===== src/rtl/lcd_char_responder_if.sv =====
// HD44780-style 8-bit character-LCD bus between an LCD driver (master) and
// the responder/emulator (slave).
interface lcd_char_responder_if;
   logic       lcd_e;
   logic       lcd_rs;
   logic       lcd_rw;
   logic [7:0] lcd_data_in;
   logic [7:0] lcd_data_out;
   logic       lcd_data_oe;

   modport master (
      output lcd_e, lcd_rs, lcd_rw, lcd_data_in,
      input  lcd_data_out, lcd_data_oe
   );

   modport slave (
      input  lcd_e, lcd_rs, lcd_rw, lcd_data_in,
      output lcd_data_out, lcd_data_oe
   );
endinterface


===== src/rtl/lcd_char_responder.sv =====
// Responder end of an HD44780-style character-LCD bus: 2x16 DDRAM, address
// counter, display/cursor bits, busy flag and a registered DDRAM scan port.
// Optional macro LCD_READ_EN enables bus reads (busy/AC and DDRAM data).
module lcd_char_responder #(
   parameter int unsigned BUSY_CYC  = 4,
   parameter logic [7:0]  FILL_CHAR = 8'h20
) (
   input  logic                  clk,
   input  logic                  rst,
   lcd_char_responder_if.slave   lcd,
   output logic                  busy,
   output logic                  disp_on,
   output logic                  cursor_on,
   input  logic [4:0]            scan_addr,
   output logic [7:0]            scan_char,
   output logic                  overrun
);

   localparam int unsigned CntW = (BUSY_CYC > 1) ? $clog2(BUSY_CYC) : 1;

   typedef enum logic [1:0] {S_IDLE, S_BUSY, S_CLEAR} state_e;

   state_e          state_q, state_d;
   logic [CntW-1:0] cnt_q, cnt_d;
   logic [4:0]      clr_idx_q, clr_idx_d;
   logic [6:0]      ac_q, ac_d;
   // Shift (S) and blink (B) have no observable effect here, so only I/D, D, C are kept.
   logic            id_q, id_d;
   logic            disp_q, disp_d;
   logic            cur_q, cur_d;
   logic            overrun_q, overrun_d;
   logic [7:0]      scan_char_q, scan_char_d;
   logic            e_meta_q, e_meta_d, e_sync_q, e_sync_d, e_prev_q, e_prev_d;
   logic            cap_rs_q, cap_rs_d, cap_rw_q, cap_rw_d;
   logic [7:0]      cap_data_q, cap_data_d;

   logic [7:0]      mem_q [32];
   logic            wr_en;
   logic [4:0]      wr_idx;
   logic [7:0]      wr_data;
   logic            commit, accept;
   logic [4:0]      ac_idx;

   // Step the address counter across the two 16-cell lines.
   function automatic logic [6:0] ac_step(input logic [6:0] ac, input logic inc);
      logic [6:0] r;
      if (inc) begin
         if (ac == 7'h0F)      r = 7'h40;
         else if (ac == 7'h4F) r = 7'h00;
         else                  r = ac + 7'd1;
      end else begin
         if (ac == 7'h00)      r = 7'h4F;
         else if (ac == 7'h40) r = 7'h0F;
         else                  r = ac - 7'd1;
      end
      return r;
   endfunction

   assign ac_idx = {ac_q[6], ac_q[3:0]};
   assign commit = e_prev_q & ~e_sync_q;

`ifdef LCD_READ_EN
   // Busy-flag reads are always serviced and never count as a real access.
   assign accept = commit & ~(cap_rw_q & ~cap_rs_q);
   assign lcd.lcd_data_oe  = e_sync_q & lcd.lcd_rw;
   assign lcd.lcd_data_out = !lcd.lcd_data_oe ? 8'h00 :
                             lcd.lcd_rs ? mem_q[ac_idx] : {busy, ac_q};
`else
   // Reads are invisible: no busy, no overrun.
   assign accept = commit & ~cap_rw_q;
   assign lcd.lcd_data_oe  = 1'b0;
   assign lcd.lcd_data_out = 8'h00;
`endif

   assign busy      = (state_q != S_IDLE);
   assign disp_on   = disp_q;
   assign cursor_on = cur_q;
   assign overrun   = overrun_q;
   assign scan_char = scan_char_q;

   // Synchronizer, bus capture and scan-port next state.
   always_comb begin
      e_meta_d    = lcd.lcd_e;
      e_sync_d    = e_meta_q;
      e_prev_d    = e_sync_q;
      cap_rs_d    = e_sync_q ? lcd.lcd_rs      : cap_rs_q;
      cap_rw_d    = e_sync_q ? lcd.lcd_rw      : cap_rw_q;
      cap_data_d  = e_sync_q ? lcd.lcd_data_in : cap_data_q;
      scan_char_d = mem_q[scan_addr];
   end

   // FSM next state, access execution and DDRAM write port.
   always_comb begin
      state_d   = state_q;
      cnt_d     = cnt_q;
      clr_idx_d = clr_idx_q;
      ac_d      = ac_q;
      id_d      = id_q;
      disp_d    = disp_q;
      cur_d     = cur_q;
      overrun_d = overrun_q;
      wr_en     = 1'b0;
      wr_idx    = ac_idx;
      wr_data   = cap_data_q;
      unique case (state_q)
         S_IDLE: begin
            if (accept) begin
               state_d = S_BUSY;
               cnt_d   = CntW'(BUSY_CYC - 1);
               if (cap_rs_q) begin
                  // Data write, or DDRAM read when reads are enabled.
                  wr_en = ~cap_rw_q;
                  ac_d  = ac_step(ac_q, id_q);
               end else if (cap_data_q[7]) begin
                  ac_d = {cap_data_q[6], 2'b00, cap_data_q[3:0]};
               end else if (cap_data_q[6] || cap_data_q[5]) begin
                  // CGRAM address / function set: busy only.
               end else if (cap_data_q[4]) begin
                  if (!cap_data_q[3]) ac_d = ac_step(ac_q, cap_data_q[2]);
               end else if (cap_data_q[3]) begin
                  disp_d = cap_data_q[2];
                  cur_d  = cap_data_q[1];
               end else if (cap_data_q[2]) begin
                  id_d = cap_data_q[1];
               end else if (cap_data_q[1]) begin
                  ac_d = 7'h00;
               end else if (cap_data_q[0]) begin
                  state_d   = S_CLEAR;
                  clr_idx_d = 5'd0;
               end
            end
         end
         S_BUSY: begin
            if (accept) overrun_d = 1'b1;
            if (cnt_q == '0) state_d = S_IDLE;
            else             cnt_d   = cnt_q - CntW'(1);
         end
         S_CLEAR: begin
            if (accept) overrun_d = 1'b1;
            wr_en     = 1'b1;
            wr_idx    = clr_idx_q;
            wr_data   = FILL_CHAR;
            clr_idx_d = clr_idx_q + 5'd1;
            if (clr_idx_q == 5'd31) begin
               state_d = S_IDLE;
               ac_d    = 7'h00;
               id_d    = 1'b1;
            end
         end
         default: state_d = S_IDLE;
      endcase
   end

   // State registers; reset lands in S_CLEAR so DDRAM gets filled.
   always_ff @(posedge clk or negedge rst) begin
      if (!rst) begin
         state_q     <= S_CLEAR;
         cnt_q       <= '0;
         clr_idx_q   <= 5'd0;
         ac_q        <= 7'h00;
         id_q        <= 1'b1;
         disp_q      <= 1'b0;
         cur_q       <= 1'b0;
         overrun_q   <= 1'b0;
         scan_char_q <= 8'h00;
         e_meta_q    <= 1'b0;
         e_sync_q    <= 1'b0;
         e_prev_q    <= 1'b0;
         cap_rs_q    <= 1'b0;
         cap_rw_q    <= 1'b0;
         cap_data_q  <= 8'h00;
      end else begin
         state_q     <= state_d;
         cnt_q       <= cnt_d;
         clr_idx_q   <= clr_idx_d;
         ac_q        <= ac_d;
         id_q        <= id_d;
         disp_q      <= disp_d;
         cur_q       <= cur_d;
         overrun_q   <= overrun_d;
         scan_char_q <= scan_char_d;
         e_meta_q    <= e_meta_d;
         e_sync_q    <= e_sync_d;
         e_prev_q    <= e_prev_d;
         cap_rs_q    <= cap_rs_d;
         cap_rw_q    <= cap_rw_d;
         cap_data_q  <= cap_data_d;
      end
   end

   // DDRAM storage; contents are initialised by the clear sequence, not reset.
   always_ff @(posedge clk) begin
      if (wr_en) mem_q[wr_idx] <= wr_data;
   end

endmodule


===== src/flat_wrapper.sv =====
// flat-port wrapper written by rule: the top's interface ports become plain ports
module lcd_char_responder_flat 
#(
   parameter int unsigned BUSY_CYC  = 4,
   parameter logic [7:0]  FILL_CHAR = 8'h20
)
  (clk, rst, busy, disp_on, cursor_on, scan_addr, scan_char, overrun, lcd_lcd_e, lcd_lcd_rs, lcd_lcd_rw, lcd_lcd_data_in, lcd_lcd_data_out, lcd_lcd_data_oe);
  lcd_char_responder_if lcd_i ();
  input  logic clk;
  input  logic rst;
  output logic busy;
  output logic disp_on;
  output logic cursor_on;
  input  logic [4:0] scan_addr;
  output logic [7:0] scan_char;
  output logic overrun;
  input wire logic [$bits(lcd_i.lcd_e)-1:0] lcd_lcd_e;
  input wire logic [$bits(lcd_i.lcd_rs)-1:0] lcd_lcd_rs;
  input wire logic [$bits(lcd_i.lcd_rw)-1:0] lcd_lcd_rw;
  input wire logic [$bits(lcd_i.lcd_data_in)-1:0] lcd_lcd_data_in;
  output wire logic [$bits(lcd_i.lcd_data_out)-1:0] lcd_lcd_data_out;
  output wire logic [$bits(lcd_i.lcd_data_oe)-1:0] lcd_lcd_data_oe;
  assign lcd_i.lcd_e = lcd_lcd_e;
  assign lcd_i.lcd_rs = lcd_lcd_rs;
  assign lcd_i.lcd_rw = lcd_lcd_rw;
  assign lcd_i.lcd_data_in = lcd_lcd_data_in;
  assign lcd_lcd_data_out = lcd_i.lcd_data_out;
  assign lcd_lcd_data_oe = lcd_i.lcd_data_oe;
  lcd_char_responder #(.BUSY_CYC(BUSY_CYC), .FILL_CHAR(FILL_CHAR)) u_core (.clk(clk), .rst(rst), .lcd(lcd_i), .busy(busy), .disp_on(disp_on), .cursor_on(cursor_on), .scan_addr(scan_addr), .scan_char(scan_char), .overrun(overrun));
endmodule

===== config.mk =====
export PLATFORM = sky130hd
export DESIGN_NAME = lcd_char_responder_flat
export DESIGN_NICKNAME = d
export VERILOG_FILES = /design/src/rtl/lcd_char_responder_if.sv /design/src/rtl/lcd_char_responder.sv /design/src/flat_wrapper.sv
export SDC_FILE = /design/constraint.sdc
export NUM_CORES = 1
export LEC_CHECK = 0
export CAP_MARGIN = 20
export CORE_ASPECT_RATIO = 0.75
export CORE_MARGIN = 2
export CORE_UTILIZATION = 55
export DETAILED_ROUTE_END_ITERATION = 7
export PLACE_DENSITY = 0.81
export SETUP_SLACK_MARGIN = 0.1
export SYNTH_ARGS = -nofsm -noshare
export SYNTH_HDL_FRONTEND = slang
export SYNTH_SLANG_ARGS = --single-unit

===== constraint.sdc =====
create_clock -name clk -period 2.45 [get_ports clk]
set_input_delay 0.49 -clock clk [delete_from_list [all_inputs] [get_ports clk]]
set_output_delay 0.49 -clock clk [all_outputs]
set_load 0.01 [all_outputs]

# Word level (Yosys, flattened, before mapping)
# Memories as Yosys holds them, arrays and structs flattened. A register that Yosys moved wholly into a read port is not among the register bits.
# Index checks and enable logic that the tools add are counted.
[word_totals]
in_bits = 18
mem_bits_ro = 0
ram_bits = 256
word_cells = 124
output_inout_bits = 21
mem_count = 1
ff_bits = 33
latchBits = 0
[op_classes]
shift = 0
addsub = 4
bitwise = 8
multipliers = 0
div_mod_pow = 0
n_reduce_logical = 16
eq_ne = 23
magnitude_cmp = 0
n_mux = 58
[mem_list]
columns = ["name", "words", "word_bits", "rd", "rd_clocked_by_memory_dff", "write_ports", "line", "text"]
rows = [
  ["u_core.mem_q", 32, 8, 1, 1, 1, "lcd_char_responder.sv:37", "logic [7:0] mem_q [32];"],
]
[ops]
columns = ["op", "n"]
rows = [
  ["$mux 7", 16],
  ["$mux 5", 10],
  ["$mux 2", 13],
  ["$ne 2x2->1 const B", 8],
  ["$eq 7x7->1 const B", 2],
  ["$pmux 7 s2", 1],
  ["$reduce_and 7->1", 2],
  ["$mux 1", 12],
  ["$ne 2x1->1 const B", 5],
  ["$pmux 5 s2", 1],
  ["$reduce_and 10->1", 1],
  ["$reduce_and 9->1", 1],
  ["$mux 8", 1],
  ["$ne 4x2->1 const B", 2],
  ["$add 7x1->7 const B", 1],
  ["$eq 7x4->1 const B", 1],
  ["$logic_not 7->1", 1],
  ["$sub 7x1->7 const B", 1],
  ["$not 1->1", 6],
  ["$pmux 2 s3", 1],
  ["$reduce_and 3->1", 2],
  ["$reduce_bool 2->1", 3],
  ["$add 5x1->5 const B", 1],
  ["$eq 5x5->1 const B", 1],
  ["other kinds (13)", 16],
]

# Depth between registers and ports, before layout
[depth]
word_depth = 11
mapped_depth = 9
mapped_depth_nobuf = 8

# Least setup slack after synthesis
# No wires, ideal clock.
[synth_path]
kind = "register to register"
start = "register u_core.state_q[0]"
end = "register u_core.ac_q[3]"
setup_slack_ns = 0.045
path_stages_with_launch = 8
required_ns = 2.346
path_buffers = 2
t_arrival_ns = 2.301
setup_ns = 0.104
path_cell_list = "dfrtp_1 > inv_1 > ha_1 > clkbuf_1 > buf_1 > nor2b_1 > o211ai_1 > a221oi_1"
[synth_between]
elab_chain_cells = 3
word_cells_on_any_way = 11
classes_between = "eq/ne: 7; mux: 1; reduce/logical: 3"
[synth_rtl]
columns = ["item", "line", "text"]
rows = [
  ["start, declared", "lcd_char_responder.sv:23", "state_e state_q, state_d;"],
  ["start signal, assigned", "lcd_char_responder.sv:173", "state_q <= state_d;"],
  ["$logic_not 2->1 / $eq 2x2->1 (equally long branches)", "lcd_char_responder.sv:105", "unique case (state_q)"],
  ["$ne 5x2->1 (no line) (tied with other cells)", "--", ""],
  ["$reduce_and 7->1 (no line)", "--", ""],
  ["end signal, assigned", "lcd_char_responder.sv:160", "ac_q <= 7'h00;"],
  ["end signal, assigned", "lcd_char_responder.sv:176", "ac_q <= ac_d;"],
  ["end, declared", "lcd_char_responder.sv:26", "logic [6:0] ac_q, ac_d;"],
]
# Several ways; a longest one is shown, not always the timed one.
# A chain may end at the register's enable or synchronous reset.

# Final worst setup path
[layout_path]
start = "register u_core.state_q[1]"
end = "memory u_core.mem_q[3][7], enable pin"
[layout_between]
elab_chain_cells = 4
word_cells_on_any_way = 6
classes_between = "eq/ne: 1; mux: 4; reduce/logical: 1"
[layout_rtl]
columns = ["item", "line", "text"]
rows = [
  ["$eq 2x2->1 / $logic_not 2->1 (equally long branches)", "lcd_char_responder.sv:105", ""],
  ["$pmux 1 s2", "lcd_char_responder.sv:105", ""],
  ["$mux 1", "lcd_char_responder.sv:193", "if (wr_en) mem_q[wr_idx] <= wr_data;"],
  ["$mux 1 (not written as such)", "lcd_char_responder.sv:193", ""],
  ["end, declared", "lcd_char_responder.sv:37", ""],
]
# Several ways; a longest one is shown, not always the timed one.

==> metrics.md <==
| Metric | Value |
|---|---|
| Cell total after placement | `1019` |
| Net Switching | `just over 3000 uW` |
| Full die area | `0.0235 mm2` |
| Die height | `133 um` |
| Antenna diodes | `0` |
| Most instantiated cells after synthesis | `256 x edfxtp_1, 80 x mux4_2, 52 x nor2_1, 39 x dfrtp_1, 30 x nand2_1` |
| Post-synthesis compound-gate area fraction | `0.0412` |
| EDFF count, synth | `256` |
| Clock share of power | `0.366` |
| Total grt overflow | `0` |
| Worst slew pin tran | `0.719 ns` |
| Post-synth top area cell | `edfxtp_1` |
| Final WL | `28.0 mm` |
| Layout fillers | `1410` |
| Mapped Area | `0.0123 mm2` |
| Reg2Reg Setup Slack | `approximately 0.13 ns` |
| Antenna viol nets, final | `0` |
| Max-slew headroom | `0.520` |
| Largest net degree at the start of global routing | `42` |
| Final hold violations | `0` |
| Critical-path top delay cell | `dfstp_2` |
| Distinct cells, synth | `57` |
| Leakage power | `0.00490 uW` |
| Ys flop type | `edfxtp_1` |
| Num ports | `39` |
| Die W | `177 um` |
| Count leader, synth | `edfxtp_1` |
| Final #Nets | `785` |
| Critical-path cell list | `ha_1 > buf_12 > nor2b_2 > nand2b_1 > o31ai_1 > nand2_1 > buf_4 > nor2_2 > buf_4` |
| Share of cells above drive strength 1 | `0.314` |
| DRT iter0 DRCs | `around 860` |
| Num CTS Buffers | `28` |
| Hpwl dp | `18.0 mm` |
| CP startpoint kind | `flop` |
| Tot Pwr | `12000 uW` |
| Fmax | `431 MHz` |
| Number of global-route vias before repair | `approximately 6900` |
| Required time worst endpoint | `2.71 ns` |
| CP most frequent cell | `buf_4` |
| Synth Area in Adders | `0.00815` |
| Hold WC Path Type | `input pin to async pin` |
| CP max FO | `22` |
| Skew final | `0.0220 ns` |
| First-pass GRT wire length | `between 40 and 50 mm` |
| Clock tree root buffer cell | `clkbuf_16` |
| Area of the multi-input gates | `0.00341 mm2` |
| Min cycle time layout | `2.32 ns` |
| Synth-to-layout area growth | `17.6%` |
| Async S/R FF share, synth | `0.138` |
| Register-to-Register Path Depth | `9` |
| Final worst slack | `roughly 0.13 ns` |
| CP Data Arrival Time | `around 2.6 ns` |
| WL per Instance | `26.0 um` |
| First-pass DRT Iterations | `5` |
| Clock slew at reported path FFs | `approximately 0.07 ns` |
| Pwr per Cell Area | `830 mW/mm2` |
| Fin cells | `1074` |
| Core box area | `0.0220 mm2` |
| Syn Area/Cell | `roughly 18 um2` |
| H-Tree Depth | `1` |
| Worst flop-to-flop path endpoint | `u_core.mem_q[3][7]` |
| Pre-CTS setup slack | `0.0319 ns` |
| Critical setup path kind | `flop to flop` |
| Post-synthesis mux area share | `0.165` |
| Sequential Power Share | `0.492` |
| Clock Latency Late Sink | `approximately 0.55 ns` |
| Switching power share of the total | `0.253` |
| Power Internal | `around 9000 uW` |
| Total Routing Usage GR | `0.242` |
| Initial antenna violation count | `0` |
| Max VDD drop | `546 uV` |
| Gate Count Post-Synth | `668` |
| Status | `complete, no violations` |
| Setup violations, final | `0` |
| Post-synth top area share | `0.626` |
| CTS tree | `built` |
| Family with the most delay on the worst path | `simple AND/OR/NAND/NOR gates` |
| FF/Latch Area | `between 0.008 and 0.009 mm2` |
| Avg Vias per Cell | `6.31` |
| XOR/XNOR share of the synthesized area | `0.00214` |
| Ranking of synthesized cells by area | `edfxtp_1 63%, mux4_2 15%, dfrtp_1 7.9%` |
| Worst setup EP type | `flop` |
| Initial Util | `0.558` |
| Yosys Warn Count | `0` |
| Clk sinks | `297` |
| CP peak stage delay | `approximately 0.55 ns` |
| Flops & latches, synth | `297` |
| GPL Wtd Cong | `0.851` |
| Unrepaired setup endpoints after global routing | `yes` |
| Max-slew violation count | `0` |
| Clock tree buffer depth | `3` |
| CP bufs+invs | `3` |
| Number of port buffers | `29` |
| R2r startpoint | `u_core.state_q[1]` |
| Main combinational cell family by area after synthesis | `multiplexers` |
| Sequential fraction of the synthesis area | `0.710` |
| Max-capacitance violation count | `0` |
| DR vias | `6775` |
| Gate power share | `0.142` |
| Post-Synth Simple-Gate Area | `0.0511` |
| DRC | `0` |
| Row count | `47` |
| Period Utilization, post-route | `0.948` |
per-stage QoR:
step / TNS (ns) / util / cell area, um2 / hold slack, ns
after floorplan: 0 / - / 12300 / 0.194
after global placement: 0 / 0.607 / 13300 / 0.342
after detailed placement: 0 / 0.608 / 13400 / 0.366
after CTS: 0 / 0.652 / 14300 / 0.372
after global routing: -0.164 / 0.656 / 14400 / 0.363
final: 0 / 0.656 / 14400 / 0.373
flip-flops by register name, indices dropped and copies added (netlist names):
name,flops
u_core.mem_q,256
u_core.cap_data_q,8
u_core.scan_char,8
u_core.ac_q,7
u_core.clr_idx_q,5
u_core.cnt_q,2
u_core.state_q,2
u_core.cap_rs_q,1
u_core.cap_rw_q,1
u_core.cursor_on,1
u_core.disp_on,1
u_core.e_meta_q,1
u_core.e_prev_d,1
u_core.e_prev_q,1
u_core.id_q,1
u_core.overrun,1
timing repair:
item | in CTS | in global routing
pin swaps | 0 | 3
gates resized for setup | 6 | 11
endpoints found under the hold margin | 14 | 0
hold buffers | 1 | 0
buffers inserted | 0 | 3
endpoints found under the setup margin | 69 | 87
power groups by stage:
stage                     clock network [uW]  logic [uW]  registers (uW)
final                                   4380        1700            5900
after global routing                    4630        1840            5910
after CTS                               4440        1640            5880
after detailed placement                   0        1620            5990
after global placement                     0        1540            5970
after floorplan                            0        1110            5910
cells in the final DEF (no fill, tap or decap), types with 6 or more instances in the layout:
cell and n:
buf_12 12, a21oi_1 12, conb_1 9, dfrtp_1 39, clkinv_2 6, buf_4 52
mux4_2 80, mux2_2 18, edfxtp_1 256, clkdlybuf4s50_1 25, nor2b_2 7, nor2_1 42
nor2_2 8, inv_1 13, nand2_1 29, nor3_1 9, ha_1 7, o21ai_0 12
clkbuf_16 28, nand3_1 8
how the worst max path moves through the flow:
stage	from	end	slack [ns]	cells after the start
finish	u_core.state_q[1]	u_core.mem_q[3][7]	0.13	9
global route	u_core.state_q[1]	u_core.mem_q[3][7]	-0.01	9
CTS	u_core.clr_idx_q[1]	u_core.ac_q[3]	0.14	9
detailed placement	u_core.e_prev_d	u_core.mem_q[10][4]	0.03	5
global placement	scan_addr[0]	u_core.scan_char[4]	0.04	5
floorplan	u_core.state_q[0]	u_core.ac_q[3]	0.05	7
final cells by class:
type	instances	share of cell area
Multi-Input combinational cell	323	0.236
Timing Repair Buffer	95	0.0648
Inverter	14	0.00364
Tap cell	294	0.0255
Clock inverter	18	0.0135
Sequential cell	297	0.604
Clock buffer	33	0.0526
routing by layer:
layer	routed length (um)	vias up	GRT usage
met3	2830	59	0.0534
met1	11100	3481	0.356
met2	13300	395	0.372
met4	766	0	0.0670
met5	0	-	0
li1	-	2840	-
kinds of logic (layout without fill, tap and decap cells):
group | after synthesis | after routing
XOR/XNOR | 3 | 3
buffers and inverters | 56 | 160
adder cells (fa/ha/maj) | 8 | 8
other | 1 | 9
AO/OA/AOI/OAI | 69 | 69
AND/OR/NAND/NOR | 134 | 134
flip-flops | 297 | 297
multiplexers | 100 | 100
No activity file was read; power rests on OpenSTA's default activity.
